<file path="config.mk">
export PLATFORM = sky130hd
export DESIGN_NAME = burst_line_adapter
export DESIGN_NICKNAME = d
export VERILOG_FILES = /design/src/rtl/mem_bus_pkg.sv /design/src/rtl/burst_beat_seq.sv /design/src/rtl/burst_line_adapter.sv
export SDC_FILE = /design/constraint.sdc
export NUM_CORES = 1
export LEC_CHECK = 0
export ABC_CLOCK_PERIOD_IN_PS = 2160
export BUFFER_PORTS_ARGS = -buffer_cell sky130_fd_sc_hd__clkbuf_2
export CAP_MARGIN = 30
export CORE_AREA = 2 2 302 304
export CTS_CLUSTER_DIAMETER = 200
export DETAILED_ROUTE_END_ITERATION = 6
export DIE_AREA = 0 0 304 306
export PLACE_DENSITY = 0.43
export SKIP_LAST_GASP = 1
export SYNTH_ARGS = -nofsm -noshare
export SYNTH_HDL_FRONTEND = slang
export SYNTH_SLANG_ARGS = --single-unit
</file>
<file path="constraint.sdc">
create_clock -name clk -period 2.16 [get_ports clk]
set_input_delay 0.216 -clock clk [delete_from_list [all_inputs] [get_ports clk]]
set_output_delay 0.216 -clock clk [all_outputs]
set_load 0.05 [all_outputs]
</file>
<file path="src/rtl/mem_bus_pkg.sv">
`default_nettype none
// ============================================================================
// Module      : mem_bus_pkg
// Description : Shared types and helpers for the LLC <-> burst memory adapter.
// Revision    : 1.0 - initial parametrised release
// ============================================================================
package mem_bus_pkg;

    // Adapter transaction state
    typedef enum logic [1:0] {
        IDLE = 2'd0,
        RD   = 2'd1,
        WR   = 2'd2,
        DONE = 2'd3
    } bus_state_t;

    // Beat index inside the line addressed by addr: bits [off+iw-1:off].
    // Returned as 8 bits; callers size-cast down to their own index width.
    function automatic logic [7:0] beat_index(input logic [63:0] addr,
                                              input int unsigned off,
                                              input int unsigned iw);
        logic [63:0] shifted;
        logic [63:0] mask;
        shifted = addr >> off;
        mask    = (64'd1 << iw) - 64'd1;
        return 8'(shifted & mask);
    endfunction

endpackage : mem_bus_pkg
`default_nettype wire

</file>
<file path="src/rtl/burst_beat_seq.sv">
`default_nettype none
// ============================================================================
// Module      : burst_beat_seq
// Description : Wrapping beat index plus beats-remaining counter shared by the
//               read and write paths of burst_line_adapter.
// Revision    : 1.0 - initial parametrised release
// ============================================================================
module burst_beat_seq #(
    parameter int BEATS = 4,
    parameter int IW    = 2
) (
    input  logic          clk,
    input  logic          reset_n,
    input  logic          load,
    input  logic [IW-1:0] start,
    input  logic          advance,
    output logic [IW-1:0] index,
    output logic          first,
    output logic          last
);

    localparam logic [IW:0] C_BEATS = (IW + 1)'(BEATS);

    logic [IW:0] beats_left;

    // Load a fresh transfer, or step one beat; the index wraps modulo BEATS
    always_ff @(posedge clk) begin
        if (!reset_n) begin
            index      <= '0;
            beats_left <= '0;
        end else if (load) begin
            index      <= start;
            beats_left <= C_BEATS;
        end else if (advance && (beats_left != '0)) begin
            index      <= index + 1'b1;
            beats_left <= beats_left - 1'b1;
        end
    end

    assign first = (beats_left == C_BEATS);
    assign last  = (beats_left == (IW + 1)'(1));

endmodule : burst_beat_seq
`default_nettype wire

</file>
<file path="src/rtl/burst_line_adapter.sv">
`default_nettype none
// ============================================================================
// Module      : burst_line_adapter
// Description : Converts one cache-line read/write into BEATS memory beats,
//               with beat-level stalls and optional critical-word-first reads.
// Revision    : 1.0 - initial parametrised release
// ============================================================================
module burst_line_adapter
    import mem_bus_pkg::*;
#(
    parameter int LINE_BITS  = 256,
    parameter int BURST_BITS = 64,
    parameter int ADDR_W     = 32,
    parameter int WRAP_READ  = 1
) (
    input  logic                  clk,
    input  logic                  reset_n,
    input  logic [LINE_BITS-1:0]  line_i,
    output logic [LINE_BITS-1:0]  line_o,
    input  logic [ADDR_W-1:0]     address_i,
    input  logic                  read_i,
    input  logic                  write_i,
    output logic                  resp_o,
    output logic                  crit_valid_o,
    output logic [BURST_BITS-1:0] crit_word_o,
    input  logic [BURST_BITS-1:0] burst_i,
    output logic [BURST_BITS-1:0] burst_o,
    output logic [ADDR_W-1:0]     address_o,
    output logic                  read_o,
    output logic                  write_o,
    input  logic                  resp_i
);

    localparam int BEATS = LINE_BITS / BURST_BITS;
    localparam int IW    = $clog2(BEATS);
    localparam int OFF   = $clog2(BURST_BITS / 8);

    // Masks clearing the in-line offset (line aligned) or only the in-beat
    // offset (beat aligned, used for wrapping reads)
    localparam logic [ADDR_W-1:0] LINE_MASK = ~((ADDR_W'(1) << (OFF + IW)) - ADDR_W'(1));
    localparam logic [ADDR_W-1:0] BEAT_MASK = ~((ADDR_W'(1) << OFF) - ADDR_W'(1));

    bus_state_t state;

    logic [BEATS-1:0][BURST_BITS-1:0] linebuf;
    logic [ADDR_W-1:0]                addr_q;

    logic [IW-1:0] crit;
    logic [IW-1:0] start_index;
    logic [IW-1:0] index;
    logic          seq_load;
    logic          seq_advance;
    logic          seq_first;
    logic          seq_last;
    logic          in_xfer;
    logic [ADDR_W-1:0] addr_next;

    assign crit        = IW'(beat_index(64'(address_i), OFF, IW));
    assign seq_load    = (state == IDLE) && (read_i || write_i);
    assign start_index = (read_i && (WRAP_READ != 0)) ? crit : '0;
    assign in_xfer     = (state == RD) || (state == WR);
    assign seq_advance = in_xfer && resp_i;

    // A wrapping read points the memory at the critical beat; otherwise the line base
    assign addr_next = (read_i && (WRAP_READ != 0)) ? (address_i & BEAT_MASK)
                                                    : (address_i & LINE_MASK);

    burst_beat_seq #(
        .BEATS (BEATS),
        .IW    (IW)
    ) u_seq (
        .clk     (clk),
        .reset_n (reset_n),
        .load    (seq_load),
        .start   (start_index),
        .advance (seq_advance),
        .index   (index),
        .first   (seq_first),
        .last    (seq_last)
    );

    // Transaction FSM: owns state, line buffer, address register and command outputs
    always_ff @(posedge clk) begin
        if (!reset_n) begin
            state   <= IDLE;
            linebuf <= '0;
            addr_q  <= '0;
            read_o  <= 1'b0;
            write_o <= 1'b0;
            resp_o  <= 1'b0;
        end else begin
            case (state)
                IDLE: begin
                    if (read_i) begin
                        state   <= RD;
                        addr_q  <= addr_next;
                        read_o  <= 1'b1;
                    end else if (write_i) begin
                        state   <= WR;
                        addr_q  <= addr_next;
                        linebuf <= line_i;
                        write_o <= 1'b1;
                    end
                end
                RD: begin
                    if (resp_i) begin
                        linebuf[index] <= burst_i;
                        if (seq_last) begin
                            state  <= DONE;
                            read_o <= 1'b0;
                            resp_o <= 1'b1;
                        end
                    end
                end
                WR: begin
                    if (resp_i && seq_last) begin
                        state   <= DONE;
                        write_o <= 1'b0;
                        resp_o  <= 1'b1;
                    end
                end
                DONE: begin
                    state  <= IDLE;
                    resp_o <= 1'b0;
                end
                default: begin
                    state <= IDLE;
                end
            endcase
        end
    end

    // Early-restart: the first accepted read beat is passed straight through
    assign crit_valid_o = (state == RD) && resp_i && seq_first;
    assign crit_word_o  = crit_valid_o ? burst_i : '0;

    assign burst_o   = (state == WR) ? linebuf[index] : '0;
    assign line_o    = resp_o ? linebuf : '0;
    assign address_o = addr_q;

endmodule : burst_line_adapter
`default_nettype wire

</file>
==> run_results.csv <==
group,metric,value,unit
setup_path,cp.required,1.94,ns
yosys,yosys_warnings,0,
setup_path,slowest_delay,0.51,ns
setup_path,slowest_stage,"mux4_2",
cts,clk_latency,0.57,ns
timing,final.setup.worst_slack,-0.273,ns
timing,setup_viol,129,
power_and_ir_drop,power_density,1390,mW/mm2
timing,slew_violations,0,
finish,fin_area,0.0306,mm2
floorplanning,fp.dieW,304,um
power_and_ir_drop,p_leak,0.0132,uW
cts,root_buffer,"clkbuf_16",
timing,grt_setup_unrepaired,"true",
route,first_iter_violations,1979,
route,drt_wl_total,113000,um
timing,period_minus_slack,2.43,ns
yosys,synth_cell_types,42,
finish,multi_input_comb_area,0.0109,mm2
yosys,synth_top_cell_area_share,31.8,%
floorplanning,core-area,0.0896,mm2
setup_path,r2r_setup_slack,0.04,ns
yosys,synth_area_per_cell,8.40,um2
yosys,synth-main-ff-cell,"dfxtp_1",
yosys,mappedNetlistArea,0.0185,mm2
hold_path,hp-class,"input port to flip-flop",
yosys,yosys.area.top_type,"dfxtp_1",
hold_path,holdPathStages,3,
floorplanning,dieArea,0.0930,mm2
cts,clkSinkCount,295,
yosys,ys_ff_latch,295,
finish,drive_gt1_share,39.5,%
cts,clk_pin_slew,0.06,ns
place,gp_congestion,0.839,
setup_path,cp_top_family,"buffers and inverters",
setup_path,crit_top_cell,"buf_12",
setup_path,worst_setup_path_end_kind,"output pin",
setup_path,r2r_cells,8,
route,drc_errors,0,
yosys,synth.most_common_cell,"and2_1",
setup_path,crit_chain,"buf_12 > buf_12 > mux4_2 > and2_1 > clkbuf_4",
finish,area.sequential,0.00592,mm2
route,avgViaCountPerCell,5.10,
yosys,synth_edf_count,0,
setup_path,cp.buffers_inverters,3,
grt,antenna_found_initial,8,
timing,final.setup.tns,-21.40,ns
floorplanning,rows,110,
yosys,synthTopCellsByCount,"and2_1 (389), dfxtp_1 (295), inv_1 (263)",
setup_path,reg2reg_from,"state[0]",
setup_path,path_class,"flip-flop to output pin",
timing,finalHoldViolations,0,
outcome,violations,"negative setup slack",
timing,worst_clock_skew,0.0195,ns
timing,finalCritPeriodShare,113,%
setup_path,crit_fanout,13,
cts,htreeDepth,2,
outcome,status,"finished with violations",
hold_path,hold_end,"linebuf[63]",
grt,grt_pass1_vias,22110,
route,first_pass_iters,7,
cts,clockBufferDepth,3,
floorplanning,io_pins,777,
route,num_vias,22062,
finish,finalNetCount,3485,
flow_run,drv_cap,0,
cts,cts_tree,"built",
power_and_ir_drop,vdd_drop_max,0.00129,V
floorplanning,die_y,306,um
grt,grt_max_degree,65,
yosys,synth.area.top_cells,"dfxtp_1 (32%), and2_1 (13%), a221oi_1 (11%)",
setup_path,cp-start-kind,"flip-flop",
yosys,ys_seq_area_share,31.8,%
cts,numCtsBuffers,40,
timing,fmax,411,MHz
hold_path,min_from,"line_i[63]",
floorplanning,initial_utilization,20.7,%
setup_path,crit_arrival,2.22,ns
place,placed_area,0.0248,mm2
grt,grt-ovfl-total,0,
yosys,ys_async_sr_fraction,0,%
yosys,syn_inst,2209,
grt,grt_pass1_wl,157000,um
place,place_ws,0.0692,ns
finish,syn2layout_area_growth,64.8,%
timing,worst_pin_slew,0.554,ns
route,wl_per_cell,26.1,um
setup_path,r2r_end,"linebuf[67]",
place,port-buffer-count,770,
grt,grt.total_usage,22.4,%
timing,maxSlewHeadroom,63.1,%
route,ant_nets,0,
place,hpwl,72300,um
finish,fill_cells,9414,
## state kept, by name, indices dropped and copies added (netlist names)
signal            cells
u_seq.beats_left      3
read_o                1
write_o               1
linebuf             256
state                 2
address_o            29
u_seq.index           2
resp_o                1
## through the flow
stage,hold slack [ns],total power [uW],util [%],std cells
5_1_grt,0.0101,44800,34.1,4324
4_1_cts,0.000673,40800,33.2,4290
3_3_place_gp,0.441,32400,27.6,4003
2_1_floorplan,0.352,24200,-,2211
6_report,0.0326,42400,34.1,4325
3_5_place_dp,0.445,32500,27.6,4003
## layout make-up
type | instances | share of cell area [%]
clock buffers | 64 | 3.97
well taps | 1176 | 4.81
clock inverters | 6 | 0.123
multi-input cells | 1384 | 35.6
flip-flops and latches | 295 | 19.4
repair buffers | 1131 | 32.8
inverters | 264 | 3.29
diodes | 5 | 0.0409
## kinds of logic (layout without fill, tap and decap cells)
family / count (synthesis) / after routing / share of synthesized area [%]
compound gates: 826 / 826 / 31.8
fa+ha+maj: 12 / 12 / 0.810
buf+inv: 532 / 1465 / 12.3
flops: 295 / 295 / 31.8
mux: 68 / 68 / 7.99
other cells: 1 / 8 / 0.0202
simple gates: 475 / 475 / 15.2
## worst min-delay path, cell delays in order
cell      delay (ns)
clkbuf_2        0.08
o21ai_0         0.17
a221oi_1        0.08
## routing by layer
metal,wire [um],GRT usage (%)
met5,56,0
met3,9470,5.12
met4,3920,7.01
met2,52200,37.2
met1,47100,28.9
## what timing repair did
action	CTS	global route
resized for setup	352	168
cloned	11	11
endpoints found under the setup margin	200	363
endpoints found under the hold margin	181	0
setup buffers	26	23
hold buffers	181	0
pin swaps	6	33
## placed cells by master, fill, tap and decap left out, types with 4 or more instances in the layout
cell type,n
clkbuf_2,561
dfxtp_1,288
and2_1,287
inv_1,258
a22oi_1,255
a221oi_1,221
o21ai_0,210
dlygate4sd3_1,181
clkbuf_4,105
and2_4,99
buf_12,89
buf_4,78
clkbuf_16,71
mux4_2,64
nand2_1,62
o21ai_1,52
buf_8,52
a21oi_1,35
a221oi_2,34
buf_16,20
clkbuf_1,13
clkbuf_8,12
buf_6,7
ha_1,6
diode_2,5
a21boi_0,5
buf_2,5
a211o_4,4
nand3_4,4
ha_4,4
clkinv_2,4
dfxtp_4,4
## power breakdown
group / switching (uW) / leakage [uW] / internal (uW)
sequential: 2440 / 0.00245 / 8160
clock: 2820 / 0.000617 / 3830
combinational: 14200 / 0.0101 / 11000
## worst max-delay path by stage
stage | slack (ns) | from | end | cells after the start
3_3_place_gp | 0.11 | state[0] | linebuf[47] | 7
5_1_grt | -0.34 | u_seq.index[1] | burst_o[16] | 5
2_1_floorplan | 0.13 | state[1] | crit_word_o[10] | 8
6_report | -0.27 | u_seq.index[1] | burst_o[16] | 5
4_1_cts | -0.34 | u_seq.index[1] | burst_o[24] | 6
3_5_place_dp | 0.07 | state[0] | linebuf[132] | 7
Note: power is estimated with default switching activity, not from simulation.
